## config.mk

```make
export PLATFORM = sky130hd
export DESIGN_NAME = xor2_rr_arbiter
export DESIGN_NICKNAME = d
export VERILOG_FILES = /design/src/rtl/xor2_rr_arbiter.sv
export SDC_FILE = /design/constraint.sdc
export NUM_CORES = 1
export LEC_CHECK = 0
export ABC_AREA = 1
export BUFFER_PORTS_ARGS = -buffer_cell sky130_fd_sc_hd__buf_2
export CORE_ASPECT_RATIO = 0.75
export CORE_MARGIN = 8
export CORE_UTILIZATION = 30
export DETAILED_ROUTE_END_ITERATION = 10
export RECOVER_POWER = 50
export SETUP_SLACK_MARGIN = 0.3
export SLEW_MARGIN = 10
export SYNTH_ARGS = -nofsm -noshare
export SYNTH_HDL_FRONTEND = slang
export SYNTH_SLANG_ARGS = --single-unit
```

## constraint.sdc

```tcl
create_clock -name clk -period 3.4 [get_ports clk]
set_input_delay 0.34 -clock clk [delete_from_list [all_inputs] [get_ports clk]]
set_output_delay 0.34 -clock clk [all_outputs]
set_load 0.01 [all_outputs]
```

## src/rtl/xor2_rr_arbiter.sv

```systemverilog
// xor2_rr_arbiter
// Round-robin arbiter in front of one shared W-bit XOR datapath. NREQ
// requesters present operand pairs; one winner per cycle has its a^b result
// loaded into a single output register. That register is drained toward the
// syndrome logic over a valid/ready handshake and is tagged with the
// winner's ID.
//
// The grant depends combinationally on out_ready. A new result may be loaded
// on the same edge that the old one is delivered, so the block sustains one
// result per cycle.

module xor2_rr_arbiter #(
    parameter int NREQ = 4,
    parameter int W    = 2,
    parameter int IDW  = 2
) (
    input  logic              clk,
    input  logic              reset,
    input  logic [NREQ-1:0]   req,
    input  logic [NREQ*W-1:0] a_in,
    input  logic [NREQ*W-1:0] b_in,
    output logic [NREQ-1:0]   gnt,
    output logic              out_valid,
    output logic [W-1:0]      out_data,
    output logic [IDW-1:0]    out_id,
    input  logic              out_ready
);

    // Round-robin pointer and the output result register.
    logic [IDW-1:0] r_ptr;
    logic           r_valid;
    logic [W-1:0]   r_data;
    logic [IDW-1:0] r_id;

    // Two-pass priority search: "hi" only considers requesters at or above
    // the pointer, and "lo" considers every requester. Falling back to lo when
    // hi is empty gives the wrap-around scan.
    logic           w_hiFound;
    logic           w_loFound;
    logic [IDW-1:0] w_hiIdx;
    logic [IDW-1:0] w_loIdx;
    logic [W-1:0]   w_hiXor;
    logic [W-1:0]   w_loXor;

    logic [IDW-1:0] w_winner;
    logic [W-1:0]   w_winXor;
    logic [IDW-1:0] w_nextPtr;
    logic           w_accept;
    logic [NREQ-1:0] w_gnt;

    // Scan from the highest index down, so the last hit is the lowest index.
    // The XOR for each candidate is taken with a constant slice.
    always_comb begin
        w_hiFound = 1'b0;
        w_loFound = 1'b0;
        w_hiIdx   = '0;
        w_loIdx   = '0;
        w_hiXor   = '0;
        w_loXor   = '0;
        for (int i = NREQ - 1; i >= 0; i--) begin
            if (req[i]) begin
                w_loFound = 1'b1;
                w_loIdx   = IDW'(i);
                w_loXor   = a_in[i*W +: W] ^ b_in[i*W +: W];
                if (i >= int'(r_ptr)) begin
                    w_hiFound = 1'b1;
                    w_hiIdx   = IDW'(i);
                    w_hiXor   = a_in[i*W +: W] ^ b_in[i*W +: W];
                end
            end
        end
    end

    // Pick the winner and decide whether the output register can take a new
    // result this cycle. Reset suppresses every grant.
    always_comb begin
        w_winner  = w_hiFound ? w_hiIdx : w_loIdx;
        w_winXor  = w_hiFound ? w_hiXor : w_loXor;
        w_accept  = w_loFound && (!r_valid || out_ready) && !reset;
        w_nextPtr = (w_winner == IDW'(NREQ - 1)) ? '0 : w_winner + IDW'(1);
        w_gnt     = '0;
        if (w_accept) begin
            w_gnt[w_winner] = 1'b1;
        end
    end

    // Result register and pointer. A new winner overwrites the register, even
    // on a drain edge. The pointer only moves on an accepted grant.
    always_ff @(posedge clk) begin
        if (reset) begin
            r_ptr   <= '0;
            r_valid <= 1'b0;
            r_data  <= '0;
            r_id    <= '0;
        end else if (w_accept) begin
            r_ptr   <= w_nextPtr;
            r_valid <= 1'b1;
            r_data  <= w_winXor;
            r_id    <= w_winner;
        end else if (r_valid && out_ready) begin
            r_valid <= 1'b0;
        end
    end

    assign gnt       = w_gnt;
    assign out_valid = r_valid;
    assign out_data  = r_data;
    assign out_id    = r_id;

endmodule

```

==> results of run 1 <==
flip-flops by register name, summed over array words and instances, names as in the netlist:
| name | flops |
|---|---|
| r_ptr | 2 |
| out_data | 2 |
| out_valid | 1 |
| out_id | 2 |
cell usage after synthesis, drive strengths merged:
cell type,count,area [um^2]
a21oi,4,23.8
a31oi,1,6.26
buf,1,11.3
dfxtp,7,140
ha,4,50.1
inv,29,111
nand2,50,204
nand3,14,70.1
nand4,1,6.26
nor2,16,67.6
nor3,1,16.3
o21ai,7,38.8
or2,3,21.3
xor2,2,17.5
logic make-up after synthesis:
logic type	share of synthesized area [%]
AO/OA/AOI/OAI	8.77
buffers and inverters	15.6
flip-flops	17.9
AND/OR/NAND/NOR	49.1
XOR/XNOR	2.23
adder cells (fa/ha/maj)	6.38
where the power goes:
group | internal [uW] | total, uW | switching [uW]
logic | 45.7 | 120 | 74.6
clock network | 44.9 | 77.5 | 32.6
registers | 91.2 | 95.5 | 4.29
stage by stage:
step	utilization [%]	power, uW	std cells	cell area [um^2]	setup slack [ps]
after floorplan	-	181	140	785	1770
after global placement	38.3	220	206	973	1500
after detailed placement	38.3	222	206	973	1430
after CTS	39.3	301	210	1000	1240
after global routing	38.3	323	210	973	1040
final	38.3	293	210	973	1240
metal layers:
metal / track usage (%) / vias up / part of all wire (%)
met5: 0 / - / 0
met4: 0.833 / 0 / 0
met3: 3.18 / 0 / 5.7
met2: 17.7 / 21 / 49
met1: 11.8 / 396 / 46
li1: - / 492 / -
layout make-up:
cell class                 count  area, um^2
clock buffer                   4        26.3
fill                         312        1570
inverter                      29         111
multi-input combinational    103         503
sequential                     7         140
tap                           36        45.0
timing repair buffer          31         148
final timing paths:
kind / startpoint / endpoint / depth (start not counted)
max: r_ptr[0] / gnt[1] / 11
min: reset / r_ptr[0] / 2
max reg2reg: r_ptr[0] / r_ptr[1] / 10
min reg2reg: r_ptr[0] / r_ptr[0] / 2
critical path, stage by stage (launching register included):
cell,delay (ps)
sky130_fd_sc_hd__dfxtp_1,350
sky130_fd_sc_hd__nand2_1,150
sky130_fd_sc_hd__nand2_1,100
sky130_fd_sc_hd__nand4_1,140
sky130_fd_sc_hd__inv_1,120
sky130_fd_sc_hd__nand2_1,60
sky130_fd_sc_hd__nand2_1,150
sky130_fd_sc_hd__inv_1,90
sky130_fd_sc_hd__ha_1,200
sky130_fd_sc_hd__inv_1,50
sky130_fd_sc_hd__nor2_1,30
sky130_fd_sc_hd__buf_2,130
cell usage in the layout, fill, tap and decap left out, types with 2 or more instances in the layout:
cell | Yosys | final
sky130_fd_sc_hd__nand3_1 | 14 | 14
sky130_fd_sc_hd__clkbuf_4 | 0 | 3
sky130_fd_sc_hd__buf_2 | 0 | 25
sky130_fd_sc_hd__clkbuf_1 | 0 | 7
sky130_fd_sc_hd__ha_1 | 4 | 4
sky130_fd_sc_hd__a21oi_1 | 3 | 3
sky130_fd_sc_hd__xor2_1 | 2 | 2
sky130_fd_sc_hd__o21ai_0 | 6 | 6
sky130_fd_sc_hd__or2_2 | 2 | 2
sky130_fd_sc_hd__nor2_1 | 15 | 16
sky130_fd_sc_hd__inv_1 | 28 | 28
sky130_fd_sc_hd__dfxtp_1 | 7 | 7
sky130_fd_sc_hd__nand2_1 | 49 | 49
==> results.toml, run 1 <==
[status]
status = "complete, no violations"

[timing]
clock.fmax_mhz = 463
clock-skew-final_ps = 6.08
report.final.slew_viol_count = 0
timing.max_slew.rel_slack_pct = 67.1
hold_violations = 0
grt_setup_unrepaired = "false"
fin_setup_tns_ps = 0
period_needed_ps = 2160
fin_crit_sh_pct = 63.5
fin_worst_hold_slack_ps = 255
max_slew.worst_pin.slew_ps = 491
timing.final.setup_violations = 0

[cts]
worst_skew_pair.late_latency_ps = 250
post-cts-setup-buffers = 0
cts_resized = 0
clk_transition_reported_paths_ps = 60
ctsRootBufferMaster = "sky130_fd_sc_hd__clkbuf_4"
clock_tree_from_tritoncts = "built"
cts.path.max_buffers = 2
cts_htree_levels = 1
cts_sinks = 7
tritoncts.num_buffers = 3
postCtsHoldBufs = 0

[logic_synthesis]
synth_seq_area_share_pct = 17.9
synth_warnings = 0
synth.avg_cell_area_um2 = 5.60
yosys.cell_types.count = 20
synthesized_instance_count = 140
synth.cell_area_um2 = 785
synth_seq_cells = 7
syn-num-nets = 167

[power_and_ir_drop]
cellLeakagePower_uw = 0.000598
vdd_ir_drop_max_mv = 0.129
powerDensity_nw_per_um2 = 301

[worst_setup_path]
worst-setup-path-type = "reg2out"
crit_path_start_kind = "register"
worstPathArrival_ps = 1820
critical_path.endpoint_type = "primary output"
critPathRequiredTime_ps = 3060
rrSetupSlack_ps = 1630
critical_path.max_fanout = 5

[placed_design]
gp_congestion = 0.830
place.port_buffers = 31
dp_hpwl_um = 1770

[global_route]
grt_max_degree = 11
grt-ovfl-total = 0
vias_in_the_first_global_route = 870
grt_antenna_before_repair = 0
grtUsageTotal_pct = 10.0
grt_pass1_wl_um = 3650

[die]
io_pins = 32
floorplan.die.width_um = 75.1
rows = 16
floorplan.die_area_um2 = 4520
chipHeight_um = 60.3
starting_density_of_the_core_pct = 30.9
fp.coreArea_um2 = 2540

[cells_and_area]
final_net_count = 202
diodes = 0
layout-drive-gt1-share_pct = 20.1
layout-area-overhead-vs-synth_pct = 24.1

[detailed_routing]
violation_count_after_the_first_detailed_routing_iteration = 42
detail_route.vias_per_cell = 4.33
wire_per_inst_um = 9.79
antenna_left = 0
post-route-drc-count = 0
finalWirelength_um = 2060
vias = 909
drt_pass1_iterations = 4

[min_path]
hold_path_class = "in2reg"

[job]
drv.max_cap_violation_count = 0
Power figures use the tool's default switching activity.
==> inputs of run 2 (changes only) <==
==> constraint.sdc (replaced) <==
create_clock -name clk -period 2.1 [get_ports clk]
set_input_delay 0.21 -clock clk [delete_from_list [all_inputs] [get_ports clk]]
set_output_delay 0.21 -clock clk [all_outputs]
set_load 0.01 [all_outputs]
==> run 2 against run 1 <==
  * Utilization up 11 points
  * Clock skew is 2.4 ps lower
  * Clock power rose by 66%
  * Sequential power rose by 69%
  * First-iteration DRC count rose by 4.8%
  * Non-clock buffer count up 19
  * Combinational power is 140% higher
  * Total power up 98%
  * Worst setup slack got worse by 1000 ps
  * Worst hold slack lost 120 ps
  * Via count is 15% higher
  * Sequential cell count unchanged
  * Critical path type unchanged
  * Critical endpoint is now gnt[3]
  * Largest cell class unchanged
==> results.toml, run 2 (synthesis gave the netlist of run 1 again) <==
[power_and_ir_drop]
cellLeakagePower_uw = 0.000716
vdd_ir_drop_max_mv = 0.248
powerDensity_nw_per_um2 = 463

[detailed_routing]
violation_count_after_the_first_detailed_routing_iteration = 44
drt_pass1_iterations = 4
vias = 1049
detail_route.vias_per_cell = 4.58
antenna_left = 0
post-route-drc-count = 0
finalWirelength_um = 2500
wire_per_inst_um = 10.9

[die]
fp.coreArea_um2 = 2540
floorplan.die_area_um2 = 4520
rows = 16
chipHeight_um = 60.3
io_pins = 32
starting_density_of_the_core_pct = 30.9
floorplan.die.width_um = 75.1

[worst_setup_path]
critical_path.endpoint_type = "primary output"
critical-path-top-cell-by-count = "sky130_fd_sc_hd__nand2_2"
critical_path.slowest_cell = "sky130_fd_sc_hd__dfxtp_4"
worst-setup-path-type = "reg2out"
r2r.worst_path.cells = 15
critical_path.max_stage_delay_ps = 370
cp_top_family = "simple AND/OR/NAND/NOR gates"
worst-path-buf-inv = 4
timing.critical_path.cells = "nor2_4, nand2_2, nand4_1, inv_2, nand2_2, nand2_4, inv_4, ha_2, inv_1, nor2_1, buf_2"
critPathRequiredTime_ps = 1890
critical_path_depth = 11
rrSetupSlack_ps = 230
worstPathArrival_ps = 1680
crit_path_start_kind = "register"
critical_path.max_fanout = 4

[timing]
report.final.slew_viol_count = 0
clock-skew-final_ps = 3.67
fin_crit_sh_pct = 90.1
grt_setup_unrepaired = "true"
hold_violations = 0
timing.max_slew.rel_slack_pct = 64.2
clock.fmax_mhz = 528
period_needed_ps = 1890
timing.final.setup_violations = 0
fin_setup_tns_ps = 0
max_slew.worst_pin.slew_ps = 535

[status]
status = "complete, no violations"

[min_path]
hold_path_class = "in2reg"
timing.hold.worst_path_depth = 2

[cts]
worst_skew_pair.late_latency_ps = 260
cts_sinks = 7
postCtsHoldBufs = 0
clock_tree_from_tritoncts = "built"
cts.path.max_buffers = 2
tritoncts.num_buffers = 3
ctsRootBufferMaster = "sky130_fd_sc_hd__clkbuf_4"
clk_transition_reported_paths_ps = 60
cts_htree_levels = 1

[cells_and_area]
fillerInstances = 266
layout-drive-gt1-share_pct = 39.4
post_layout_instance_area_um2 = 1250
diodes = 0
layout.cells.most_common = "sky130_fd_sc_hd__nand2_1"
layout-area-overhead-vs-synth_pct = 60.0
final_net_count = 221
mostFrequentLayoutCells = "sky130_fd_sc_hd__nand2_1 (43), sky130_fd_sc_hd__buf_2 (26), sky130_fd_sc_hd__inv_1 (23)"

[global_route]
grt_pass1_wl_um = 3950
grt-ovfl-total = 0
vias_in_the_first_global_route = 974
grt_max_degree = 11
grtUsageTotal_pct = 10.9
grt_antenna_before_repair = 0

[job]
drv.max_cap_violation_count = 0

[placed_design]
dp_hpwl_um = 1770
placement_stage_cell_area_um2 = 973
gp_congestion = 0.915
place.port_buffers = 31
-- run 2: timing repair --
action	4_1_cts	5_1_grt
endpoints found under the setup margin	4	7
setup buffers	15	4
pin swaps	3	12
gates resized for setup	11	28
-- run 2: cell type report --
class	count	area, um^2	share of cell area [%]
clock buffers	4	26.3	2.09
inverters	29	116	9.27
multi-input cells	103	602	48.0
flip-flops and latches	7	148	11.8
well taps	36	45.0	3.59
repair buffers	50	318	25.3
-- run 2: worst paths after layout --
check | startpoint | to
max | r_ptr[1] | gnt[3]
min | reset | r_ptr[0]
max reg2reg | r_ptr[1] | out_data[1]
min reg2reg | out_id[1] | out_id[1]
-- run 2: worst reg2reg max path, stage by stage, from the launching register on --
cell                      delay (ps)
sky130_fd_sc_hd__dfxtp_4         390
sky130_fd_sc_hd__nor2_4           50
sky130_fd_sc_hd__nand2_2          80
sky130_fd_sc_hd__nand4_1         160
sky130_fd_sc_hd__buf_4           180
sky130_fd_sc_hd__buf_6           100
sky130_fd_sc_hd__buf_6           100
sky130_fd_sc_hd__buf_6           100
sky130_fd_sc_hd__buf_6           100
sky130_fd_sc_hd__buf_6           100
sky130_fd_sc_hd__buf_6           120
sky130_fd_sc_hd__nor2_4           80
sky130_fd_sc_hd__nand2_1          50
sky130_fd_sc_hd__nand2_1          60
sky130_fd_sc_hd__nor2_1           40
sky130_fd_sc_hd__nor2_1           90
-- run 2: routing by layer --
layer	up-vias	part of all wire (%)	track usage (%)
li1	534	-	-
met4	0	3.2	2.50
met3	12	5.2	2.35
met1	459	42	12.0
met5	-	0	0
met2	44	49	20.4
-- run 2: report_power, final --
group	internal [uW]	total, uW	switching (uW)
combinational	134	291	157
sequential	148	161	12.7
clock	72.9	129	55.8
-- run 2: metrics by stage --
step	std cells	power, uW	worst slack (ps)	utilization, %	hold slack [ps]
floorplan	140	294	560	-	279
global placement	206	357	422	38.3	390
detailed placement	206	360	360	38.3	395
CTS	225	536	246	44.5	119
global route	229	627	80.5	49.4	131
finish	229	581	207	49.4	133
==> inputs of run 3 (changes only) <==
--- a/config.mk
+++ b/config.mk
@@ -10,7 +10,9 @@
 export CORE_ASPECT_RATIO = 0.75
 export CORE_MARGIN = 8
 export CORE_UTILIZATION = 30
+export CTS_CLUSTER_SIZE = 30
 export DETAILED_ROUTE_END_ITERATION = 10
+export GPL_TIMING_DRIVEN = 0
 export RECOVER_POWER = 50
 export SETUP_SLACK_MARGIN = 0.3
 export SLEW_MARGIN = 10
==> constraint.sdc (replaced) <==
create_clock -name clk -period 1.9 [get_ports clk]
set_input_delay 0.19 -clock clk [delete_from_list [all_inputs] [get_ports clk]]
set_output_delay 0.19 -clock clk [all_outputs]
set_load 0.01 [all_outputs]
==> run 3 against run 2 <==
  * Utilization up 0.39 points
  * Sequential power up 11%
  * Critical endpoint unchanged
  * Die area stayed put
  * Total power grew 11%
  * First-iteration DRC count increased by 9.1%
  * Global-route usage is 0.73 points lower
  * Sequential share of layout area decreased by 0.093 points
  * Non-clock buffer count fell by 1
  * Cell count decreased by 0.44%
  * Largest cell class unchanged
  * Count of clock-buffer cells in the layout stayed put
  * Clock power is 4% higher
  * Critical path depth is 1 lower
==> results.toml, run 3 (synthesis gave the netlist of run 1 again) <==
[status]
status = "complete, no violations"

[power_and_ir_drop]
powerDensity_nw_per_um2 = 511
vdd_ir_drop_max_mv = 0.286
power.share.clock_pct = 20.7
pwr-share-comb_pct = 51.8
power.switching_fraction_pct = 37.7
power.switching_uw = 244
seq_power_share_pct = 27.5
cellLeakagePower_uw = 0.000714
cell_int_power_uw = 403

[detailed_routing]
post-route-drc-count = 0
antenna_left = 0
detail_route.vias_per_cell = 4.37
wire_per_inst_um = 10.6
drt_pass1_iterations = 4
finalWirelength_um = 2410
vias = 997
violation_count_after_the_first_detailed_routing_iteration = 48

[global_route]
grt-ovfl-total = 0
vias_in_the_first_global_route = 939
grt_antenna_before_repair = 0
grt_max_degree = 11
grtUsageTotal_pct = 10.2
grt_pass1_wl_um = 3730

[cts]
tritoncts.num_buffers = 3
clock_tree_from_tritoncts = "built"
worst_skew_pair.late_latency_ps = 250
clk_transition_reported_paths_ps = 50
cts_htree_levels = 1
cts_sinks = 7
postCtsHoldBufs = 0
cts.path.max_buffers = 2
ctsRootBufferMaster = "sky130_fd_sc_hd__clkbuf_4"

[placed_design]
place.port_buffers = 30
placement_stage_cell_area_um2 = 980
placed_cells = 206
dp_hpwl_um = 1780
gp_congestion = 0.765
pre_cts_slack_ps = 84.2

[cells_and_area]
final_net_count = 220
fillerInstances = 266
layout-area-overhead-vs-synth_pct = 61.2
final_core_util_pct = 49.8
mostFrequentLayoutCells = "sky130_fd_sc_hd__nand2_1 (42), sky130_fd_sc_hd__buf_2 (25), sky130_fd_sc_hd__inv_1 (22)"
post_layout_instance_area_um2 = 1260
diodes = 0
instances_no_fill = 228
layout.cells.most_common = "sky130_fd_sc_hd__nand2_1"
layout-drive-gt1-share_pct = 40.1

[worst_setup_path]
worst-setup-path-type = "reg2out"
r2r.worst_path.cells = 14
critical_path_depth = 10
critical_path.endpoint_type = "primary output"
critical_path.reg2reg.startpoint = "r_ptr[1]"
timing.critical_path.cells = "nor2_4, nand2_2, inv_1, a31oi_2, nand2_4, inv_4, ha_2, inv_1, nor2_1, buf_2"
critical_path.slowest_cell = "sky130_fd_sc_hd__dfxtp_4"
rrSetupSlack_ps = 210
worst-path-buf-inv = 4
crit_path_start_kind = "register"
cp_top_family = "flip-flops"
critical-path-top-cell-by-count = "sky130_fd_sc_hd__inv_1"
critical_path.max_fanout = 4
critPathRequiredTime_ps = 1710
critical_path.max_stage_delay_ps = 390
timing.rr.end = "out_data[0]"
worstPathArrival_ps = 1610

[timing]
period_needed_ps = 1800
clock.fmax_mhz = 555
report.final.slew_viol_count = 0
max_slew.worst_pin.slew_ps = 511
finalWorstSetupSlack_ps = 96.9
hold_violations = 0
fin_crit_sh_pct = 94.9
timing.final.setup_violations = 0
fin_setup_tns_ps = 0
clock-skew-final_ps = 1.74
grt_setup_unrepaired = "true"
timing.max_slew.rel_slack_pct = 65.8

[min_path]
hold_path_class = "in2reg"
hold_start = "reset"
hold_end = "r_ptr[0]"
timing.hold.worst_path_depth = 2

[die]
rows = 16
chipHeight_um = 60.3
floorplan.die.width_um = 75.1
floorplan.die_area_um2 = 4520
fp.coreArea_um2 = 2540
starting_density_of_the_core_pct = 30.9
io_pins = 32

[job]
drv.max_cap_violation_count = 0
## run 3: power groups by stage
stage               Sequential, uW  Combinational, uW  Clock (uW)
floorplan                      180                145           0
global placement               173                220           0
detailed placement             174                227           0
CTS                            174                276         140
global route                   180                369         151
finish                         178                335         134
## run 3: final cells by class
type                            count  area (um^2)  share of cell area [%]
Buffer                              1         11.3                   0.890
Clock buffer                        4         26.3                    2.08
Multi-Input combinational cell    103          601                    47.5
Sequential cell                     7          148                    11.7
Inverter                           29          118                    9.30
Timing Repair Buffer               48          317                    25.0
Tap cell                           36         45.0                    3.56
## run 3: repair_timing
item,CTS,global route
setup endpoints to repair,5,8
setup buffers,14,4
cloned,0,0
pin swaps,3,15
resized for setup,11,33
## run 3: through the flow
| stage | total power [uW] | hold WS [ps] |
|---|---|---|
| finish | 646 | 103 |
| global placement | 393 | 368 |
| global route | 699 | 93.7 |
| floorplan | 324 | 259 |
| detailed placement | 400 | 374 |
| CTS | 589 | 102 |
## run 3: routing by layer
metal | routed length [um] | global-route usage [%] | vias to the layer above | share of wire, %
li1 | - | - | 530 | -
met1 | 1100 | 11.4 | 441 | 46
met2 | 1210 | 19.3 | 24 | 50
met3 | 88 | 2.35 | 2 | 3.7
met4 | 9 | 0.833 | 0 | 0.37
met5 | 0 | 0 | - | 0
## run 3: worst max path at each step
stage	from	to	slack [ps]
floorplan	r_ptr[1]	r_ptr[1]	360
global route	r_ptr[1]	gnt[3]	10
detailed placement	r_ptr[0]	r_ptr[1]	80
CTS	r_ptr[0]	gnt[0]	90
global placement	r_ptr[1]	r_ptr[1]	140
finish	r_ptr[1]	gnt[3]	100
